**src/rtl/rv32_pkg.sv**
```systemverilog
// Shared types for the RV32I decode stage: operation classes, opcodes and the
// decoded bundle carried from decode to execute.
package rv32_pkg;

  typedef enum logic [3:0] {
    OP_ILLEGAL = 4'd0,
    OP_LUI,
    OP_AUIPC,
    OP_JAL,
    OP_JALR,
    OP_BRANCH,
    OP_LOAD,
    OP_STORE,
    OP_OPIMM,
    OP_OP,
    OP_FENCE,
    OP_SYSTEM
  } rv32_op_e;

  localparam logic [6:0] OPC_LUI    = 7'b0110111;
  localparam logic [6:0] OPC_AUIPC  = 7'b0010111;
  localparam logic [6:0] OPC_JAL    = 7'b1101111;
  localparam logic [6:0] OPC_JALR   = 7'b1100111;
  localparam logic [6:0] OPC_BRANCH = 7'b1100011;
  localparam logic [6:0] OPC_LOAD   = 7'b0000011;
  localparam logic [6:0] OPC_STORE  = 7'b0100011;
  localparam logic [6:0] OPC_OPIMM  = 7'b0010011;
  localparam logic [6:0] OPC_OP     = 7'b0110011;
  localparam logic [6:0] OPC_FENCE  = 7'b0001111;
  localparam logic [6:0] OPC_SYSTEM = 7'b1110011;

  localparam logic [6:0] F7_BASE = 7'b0000000;
  localparam logic [6:0] F7_ALT  = 7'b0100000;

  typedef struct packed {
    logic [31:0] pc;
    rv32_op_e    op;
    logic [2:0]  funct3;
    logic        alt;
    logic [4:0]  rs1;
    logic [4:0]  rs2;
    logic [4:0]  rd;
    logic [31:0] imm;
    logic [31:0] branch_target;
    logic [31:0] jump_target;
    logic        illegal;
  } rv32_dec_t;

endpackage

```
**src/rtl/rv32_decoder.sv**
```systemverilog
// Purely combinational RV32I decoder: instruction word and PC in, decoded
// bundle (fields, immediate, targets, legality) out.
module rv32_decoder
  import rv32_pkg::*;
(
  input  logic [31:0] instr,
  input  logic [31:0] pc,
  output rv32_dec_t   dec
);

  logic [6:0] opcode;
  logic [6:0] funct7;
  logic [2:0] f3;
  logic signed [31:0] imm_i, imm_s, imm_b, imm_u, imm_j;

  assign opcode = instr[6:0];
  assign funct7 = instr[31:25];
  assign f3     = instr[14:12];

  assign imm_i = {{20{instr[31]}}, instr[31:20]};
  assign imm_s = {{20{instr[31]}}, instr[31:25], instr[11:7]};
  assign imm_b = {{19{instr[31]}}, instr[31], instr[7], instr[30:25], instr[11:8], 1'b0};
  assign imm_u = {instr[31:12], 12'b0};
  assign imm_j = {{11{instr[31]}}, instr[31], instr[19:12], instr[20], instr[30:21], 1'b0};

  always_comb begin
    dec               = '0;
    dec.pc            = pc;
    dec.funct3        = f3;
    dec.alt           = instr[30];
    // Targets are computed for every beat; fetch only uses them when it matters.
    dec.branch_target = pc + $unsigned(imm_b);
    dec.jump_target   = pc + $unsigned(imm_j);
    case (opcode)
      OPC_LUI: begin
        dec.op = OP_LUI;   dec.rd = instr[11:7]; dec.imm = imm_u;
      end
      OPC_AUIPC: begin
        dec.op = OP_AUIPC; dec.rd = instr[11:7]; dec.imm = imm_u;
      end
      OPC_JAL: begin
        dec.op = OP_JAL;   dec.rd = instr[11:7]; dec.imm = imm_j;
      end
      OPC_JALR: begin
        dec.op = OP_JALR;  dec.rd = instr[11:7]; dec.rs1 = instr[19:15]; dec.imm = imm_i;
        dec.illegal = (f3 != 3'b000);
      end
      OPC_BRANCH: begin
        dec.op = OP_BRANCH; dec.rs1 = instr[19:15]; dec.rs2 = instr[24:20]; dec.imm = imm_b;
        dec.illegal = (f3[2:1] == 2'b01);
      end
      OPC_LOAD: begin
        dec.op = OP_LOAD;  dec.rd = instr[11:7]; dec.rs1 = instr[19:15]; dec.imm = imm_i;
        dec.illegal = (f3 == 3'b011) || (f3 == 3'b110) || (f3 == 3'b111);
      end
      OPC_STORE: begin
        dec.op = OP_STORE; dec.rs1 = instr[19:15]; dec.rs2 = instr[24:20]; dec.imm = imm_s;
        dec.illegal = (f3 > 3'b010);
      end
      OPC_OPIMM: begin
        dec.op = OP_OPIMM; dec.rd = instr[11:7]; dec.rs1 = instr[19:15]; dec.imm = imm_i;
        dec.illegal = ((f3 == 3'b001) && (funct7 != F7_BASE)) ||
                      ((f3 == 3'b101) && (funct7 != F7_BASE) && (funct7 != F7_ALT));
      end
      OPC_OP: begin
        dec.op = OP_OP; dec.rd = instr[11:7]; dec.rs1 = instr[19:15]; dec.rs2 = instr[24:20];
        dec.illegal = ((funct7 != F7_BASE) && (funct7 != F7_ALT)) ||
                      ((funct7 == F7_ALT) && (f3 != 3'b000) && (f3 != 3'b101));
      end
      OPC_FENCE: begin
        dec.op = OP_FENCE;  dec.rd = instr[11:7]; dec.rs1 = instr[19:15]; dec.imm = imm_i;
      end
      OPC_SYSTEM: begin
        dec.op = OP_SYSTEM; dec.rd = instr[11:7]; dec.rs1 = instr[19:15]; dec.imm = imm_i;
      end
      default: begin
        dec.op      = OP_ILLEGAL;
        dec.illegal = 1'b1;
      end
    endcase
  end

endmodule

```
**src/rtl/rv32_decode_stage.sv**
```systemverilog
// RV32I decode stage: decodes fetch beats and holds them in a two-entry skid
// buffer so that if_ready is a register and never depends on ex_ready.
module rv32_decode_stage
  import rv32_pkg::*;
#(
  parameter int XLEN = 32
) (
  input  logic            clk,
  input  logic            reset,
  input  logic            if_valid,
  input  logic [XLEN-1:0] if_pc,
  input  logic [31:0]     if_instr,
  output logic            if_ready,
  input  logic            flush,
  output logic            id_valid,
  input  logic            ex_ready,
  output logic [XLEN-1:0] id_pc,
  output rv32_op_e        id_op,
  output logic [2:0]      id_funct3,
  output logic            id_alt,
  output logic [4:0]      id_rs1,
  output logic [4:0]      id_rs2,
  output logic [4:0]      id_rd,
  output logic [XLEN-1:0] id_imm,
  output logic [XLEN-1:0] id_branch_target,
  output logic [XLEN-1:0] id_jump_target,
  output logic            id_illegal
);

  rv32_dec_t  dec_p0;
  rv32_dec_t  buf_p1 [2];
  rv32_dec_t  head_p1;
  logic [1:0] cnt, cnt_next;
  logic       head;
  logic       ready_q;
  logic       accept, pop;

  // Stage 0: combinational decode of the incoming fetch beat
  rv32_decoder u_decoder (
    .instr (if_instr),
    .pc    (if_pc),
    .dec   (dec_p0)
  );

  assign if_ready = ready_q;
  assign id_valid = (cnt != 2'd0);
  assign accept   = if_valid && ready_q;
  assign pop      = id_valid && ex_ready;

  always_comb begin
    cnt_next = cnt;
    if (flush)
      cnt_next = 2'd0;
    else if (accept && !pop)
      cnt_next = cnt + 2'd1;
    else if (pop && !accept)
      cnt_next = cnt - 2'd1;
  end

  always_ff @(posedge clk) begin
    if (reset) begin
      cnt     <= 2'd0;
      head    <= 1'b0;
      ready_q <= 1'b0;
    end else begin
      cnt     <= cnt_next;
      head    <= flush ? 1'b0 : (head ^ pop);
      ready_q <= (cnt_next < 2'd2);
    end
  end

  // Stage 1: buffered bundles; the tail slot sits one past head when one is held
  always_ff @(posedge clk) begin
    if (accept && !flush && !reset)
      buf_p1[head ^ cnt[0]] <= dec_p0;
  end

  assign head_p1 = id_valid ? buf_p1[head] : '0;

  assign id_pc            = head_p1.pc;
  assign id_op            = head_p1.op;
  assign id_funct3        = head_p1.funct3;
  assign id_alt           = head_p1.alt;
  assign id_rs1           = head_p1.rs1;
  assign id_rs2           = head_p1.rs2;
  assign id_rd            = head_p1.rd;
  assign id_imm           = head_p1.imm;
  assign id_branch_target = head_p1.branch_target;
  assign id_jump_target   = head_p1.jump_target;
  assign id_illegal       = head_p1.illegal;

endmodule

```
**config.mk**
```make
export PLATFORM = sky130hd
export DESIGN_NAME = rv32_decode_stage
export DESIGN_NICKNAME = d
export VERILOG_FILES = /design/src/rtl/rv32_pkg.sv /design/src/rtl/rv32_decoder.sv /design/src/rtl/rv32_decode_stage.sv
export SDC_FILE = /design/constraint.sdc
export NUM_CORES = 1
export LEC_CHECK = 0
export BUFFER_PORTS_ARGS = -buffer_cell sky130_fd_sc_hd__buf_2
export CAP_MARGIN = 20
export CORE_MARGIN = 3
export CORE_UTILIZATION = 40
export DETAILED_ROUTE_END_ITERATION = 8
export GPL_TIMING_DRIVEN = 0
export PLACE_DENSITY = 0.66
export SLEW_MARGIN = 20
export SYNTH_ARGS = -nofsm -noshare
export SYNTH_HDL_FRONTEND = slang
export SYNTH_SLANG_ARGS = --single-unit
```
**constraint.sdc**
```tcl
create_clock -name clk -period 25.3 [get_ports clk]
set_clock_uncertainty 0.15 [all_clocks]
set_input_delay 7.59 -clock clk [delete_from_list [all_inputs] [get_ports clk]]
set_output_delay 7.59 -clock clk [all_outputs]
set_load 0.01 [all_outputs]
```
# After elaboration in Yosys (flattened, before gate mapping)
# Memory sizes are Yosys's and may differ from the RTL's. A register that Yosys moved wholly into a read port is not among the register bits.
# Index checks and enable logic that the tools add are counted.
[word_totals]
reg_bits = 4
ram_bits = 304
inputBits = 69
output_inout_bits = 154
memories = 1
[classes]
addsub = 4
magnitude_cmp = 2
n_eq_ne = 20
n_mux = 13
bitwise_logic = 2
reduce_logical = 30
[memory_table]
columns = ["memory", "words", "word_bits", "read_ports", "rd_ports_with_merged_regs", "wr", "line_no", "rtl"]
rows = [
  ["buf_p1", 2, 152, 1, 1, 1, "rv32_decode_stage.sv:31", "rv32_dec_t buf_p1 [2];"],
]
[ops]
columns = ["operator", "count"]
rows = [
  ["32-bit one-hot mux with 5 select lines", 1],
  ["152-bit 2-to-1 mux", 1],
  ["32-bit adder", 2],
  ["4-bit one-hot mux with 11 select lines", 1],
  ["7-bit by 6-bit equality test with 1-bit output, second input constant", 4],
  ["7-bit equality test, second input constant", 4],
  ["5-bit 2-to-1 mux", 3],
  ["7-bit by 5-bit equality test with 1-bit output, second input constant", 2],
  ["1-bit logical AND", 12],
  ["5-bit OR reduction", 2],
  ["3-bit equality test, second input constant", 3],
  ["9-bit OR reduction", 1],
  ["8-bit OR reduction", 1],
  ["7-bit by 2-bit equality test with 1-bit output, second input constant", 1],
  ["7-bit by 4-bit equality test with 1-bit output, second input constant", 1],
  ["7-bit by 6-bit inequality test with 1-bit output, second input constant", 1],
  ["1-bit one-hot mux with 7 select lines", 1],
  ["7-bit nonzero test", 1],
  ["2-bit 2-to-1 mux", 3],
  ["1-bit logical NOT", 4],
  ["1-bit logical OR", 4],
  ["2-bit OR reduction", 2],
  ["3-bit by 1-bit equality test with 1-bit output, second input constant", 1],
  ["3-bit by 2-bit equality test with 1-bit output, second input constant", 1],
  ["other kinds (11)", 14],
]

# Longest topological paths before layout
[depth]
ltp_word = 7
depth_mapped = 12
depth_no_buf = 11

# By module
# From an unflattened synthesis, not the netlist that was laid out.
[hier_totals]
cells_unflattened = 1224
area_unflattened_um2 = 15393.5
[modules_own_cells]
columns = ["mod", "instances", "cells_per_inst", "area_per_inst_um2"]
rows = [
  ["rv32_decode_stage", 1, 672, 11690.0],
  ["rv32_decoder", 1, 552, 3703.6],
]

# Worst setup path after synthesis
# OpenSTA, ideal clock, no wires.
[synth_path]
path_type = "input-to-reg"
start = "input port if_valid"
end = "memory buf_p1[1][0] in the netlist's numbering, enable pin"
setup_time_ns = 1.076
arrival_ns = 22.959
required_time_ns = 24.074
path_slack_ns = 1.115
stages = 2
n_path_buf = 0
path_cell_list = "nand2_1 > nor4b_1"
[synth_via]
elab_chain_cells = 5
[synth_lines]
columns = ["item", "line_no", "rtl"]
rows = [
  ["start: declaration", "rv32_decode_stage.sv:10", "input logic if_valid,"],
  ["1-bit logical AND", "rv32_decode_stage.sv:47", "assign accept = if_valid && ready_q;"],
  ["1-bit logical AND (2 in series)", "rv32_decode_stage.sv:74", "if (accept && !flush && !reset)"],
  ["1-bit 2-to-1 mux", "rv32_decode_stage.sv:74", ""],
  ["1-bit 2-to-1 mux (implied by the code)", "rv32_decode_stage.sv:75", "buf_p1[head ^ cnt[0]] <= dec_p0;"],
  ["end: declaration", "rv32_decode_stage.sv:31", ""],
]
# No other way between the ends.

==> impl_results.md <==
* Status: finished, final reports clean
* TritonCTS clock tree: done
* Combinational family with the most area after synthesis: multiplexers
* Leak pwr at around 7 nW
* Hold WS at approximately 0.42 ns
* Worst Setup Start Kind: flip-flop
* Worst min path class: flip-flop to flip-flop
* Setup slack, reg-to-reg at 21.48 ns
* Hpwl dp at between 20 and 30 mm
* Worst-path clk slew at 0.05 ns
* CTS resizes at 0
* Die Span Y at 198 um
* Highest Clock Rate at 89.6 MHz
* Post-synth top flop: edfxtp_1
* CP delay by family, top: buffers and inverters
* Layout fillers at roughly 3,200
* CTS buffer count at 35
* I/O Buffers at roughly 220
* Synth Area in Compound Gates at around 9%
* Max-cap viol count at 0
* CP max FO at 10
* Sum Neg Setup Slack at 0 ns
* CTS Sinks at 304
* Post-Syn Instances at 1,161
* Antenna viol nets, final at 0
* Worst setup margin at around 14 ns
* Final GP Congestion at a little under 0.9
* Period utilization at approximately 44%
* Final wirelength at around 38 mm
* WL met1 at about 17 mm
* Number of global-route vias before repair at 10,024
* Post-synthesis cell area at roughly 0.015 mm2
* First-pass GRT wire length at about 57 mm
* Io pins at 223
* Avg Inst Size Synth at around 13 um2
* Core ar. at 0.0360 mm2
* Final Power at approximately 1.2 mW
* Multiplexer share of the synthesized area at roughly a tenth
* Hold Path Cell Cnt at 2
* Data arrival, critical path at roughly 3.4 ns
* Row Count at 69
* Min Tclk post-route at approximately 11 ns
* Synth cell count leaders: edfxtp_1, nor2_1, mux2i_1, a21oi_1, ha_1
* Post-synth top area share at 60.9%
* Measured slew at the worst slew-check pin at roughly 1.1 ns
* Top layer in use: met4
* Initial antenna violation count at 4
* Largest cells by area after synthesis: edfxtp_1, mux2i_1, nor2_1, ha_1, xnor2_1
* Reg area at ~0.0091 mm2
* Area grow syn2layout at 21.4%
* Die area at 0.0393 mm2
* CP Cell Sequence: clkbuf_1 -> clkbuf_1 -> buf_1 -> mux2i_1 -> nor2_1 -> buf_2
* Post-CTS Setup Inserts at 0
* Slew margin rel. at about 28%
* RR Endpoint: buf_p1[1][111]
* Pwr/cell area at between 60 and 70 mW/mm2
* Yosys warning total at 0
* Nets at roughly 1,600
* Share of post-route cells with drive strength above 1 at a little under a quarter
* Gr ovfl total at 0
* Final hold violation count at 0
* Xor/xnor share of the synthesized area at 3.31%
* Clk_lat worst skew at about 0.52 ns
* GRT Resource Usage Total at about a fifth
* Starting Density at around two fifths
* Crit end category: output pin
* Met2 wire length at around 18 mm
* Post-synthesis adder-cell area fraction at under 10%
* Critical path class: flip-flop to output pin
* H-tree depth at 2
* Die X at a little under 200 um
* Crit-path most repeated cell: clkbuf_1
* Biggest area consumer among synthesized cells: edfxtp_1
* RSZ-0062 raised after global routing: false
* Vias per inst at between 5 and 6
* Most common cell in the netlist: edfxtp_1
* Synth Register Bits at 304
* Footprint of the multi-input gates at approximately 0.0054 mm2
* Register-to-Register Path Depth at 10
* Maximum vdd drop at about 0.051 mV
* # hold bufs at CTS at 0
* EDFF count, synth at 300
* Critical Path RT at 17.56 ns
* Slowest CP cell: clkbuf_1
* Vias post-DR at roughly 10,000
* Syn nets at 1,278
* Async set-or-reset flop fraction in the synthesized netlist at 0%
* Drt initial violations at between 600 and 700
* Reg-to-Reg Start: head
* Post-Synth Simple-Gate Area at 9.42%
* DR WL met3 at around 2.1 mm
* Largest net degree at the start of global routing at 26
* CP peak stage delay at 0.81 ns
* Drt drc at 0
* Register area share after synthesis at between 60% and 70%
* Synth cell types at 60
* HP Start: cnt[0]
* Setup-failing EPs final at 0
* Max clock buf depth at 3
* Max Slew Vio Count at 0
* Pre-antenna DRT Iters at 5
* Clk root buf: clkbuf_16
* Pre-CTS setup slack at about 14 ns
* DR WL/cell at 19.5 um
* WP buf/inv at 4
* Worst Hold Endpoint: cnt[0]
## registers in the layout (all words and copies together), names as in the netlist
register  cells
buf_p1      300
if_ready      1
cnt           2
head          1
## cell families after synthesis
group | Yosys count
compound gates | 204
xor+xnor | 56
fa+ha+maj | 49
buf+inv | 80
flops | 304
mux | 152
simple gates | 316
## where the power goes
part	total (mW)	leakage (nW)	switching (mW)	internal, mW
combinational	0.122	3.57	0.0770	0.0452
clock	0.499	0.549	0.202	0.298
sequential	0.569	2.93	0.00108	0.568
## layer usage
layer	vias to the layer above	track usage, %
met2	322	30.6
met3	71	2.96
met4	0	6.97
li1	4938	-
met5	-	0
met1	4974	26.5
## through the flow
| step | area (um2) | utilization [%] | cells |
|---|---|---|---|
| 2_1_floorplan | 14800 | - | 1161 |
| 3_3_place_gp | 16500 | 45.8 | 1844 |
| 3_5_place_dp | 16800 | 46.7 | 1898 |
| 4_1_cts | 18000 | 49.9 | 1961 |
| 5_1_grt | 18000 | 49.9 | 1964 |
| 6_report | 18000 | 49.9 | 1965 |
## worst max path at each step
stage,from,to,slack [ns],cells after the start
6_report,head,id_imm[5],14.13,6
5_1_grt,head,id_imm[5],13.94,6
4_1_cts,head,id_imm[5],14.04,6
3_5_place_dp,if_instr[21],buf_p1[0][32],14.11,11
3_3_place_gp,flush,buf_p1[1][120],-8.83,2
2_1_floorplan,if_valid,buf_p1[1][0],1.11,2
## tightest hold or removal path, stage by stage (launching register included)
cell     delay [ns]
dfxtp_1        0.34
a21oi_1        0.13
nor3_1         0.05
## layout by cell type, fill, tap and decap left out, drive strengths merged, types with 12 or more instances in the layout
cell type    n
and2        19
clkbuf      75
o21bai      14
nor3        23
clkinv      16
a21o        43
nor2b       12
nand2       38
a21oi       66
buf        299
mux2i      150
xnor2       45
inv         23
ha          46
edfxtp     300
nor2       191
o21ai       28
## area by class of cell
type | instances | area share [%]
sequential | 304 | 50.6
buffer | 58 | 1.37
antenna | 4 | 0.0557
inverter | 22 | 0.460
tap | 461 | 3.21
timing repair buffer | 276 | 7.87
multi-input combinational | 777 | 30.0
clock inverter | 23 | 1.42
clock buffer | 40 | 4.98
No activity file was read; power rests on OpenSTA's default activity.
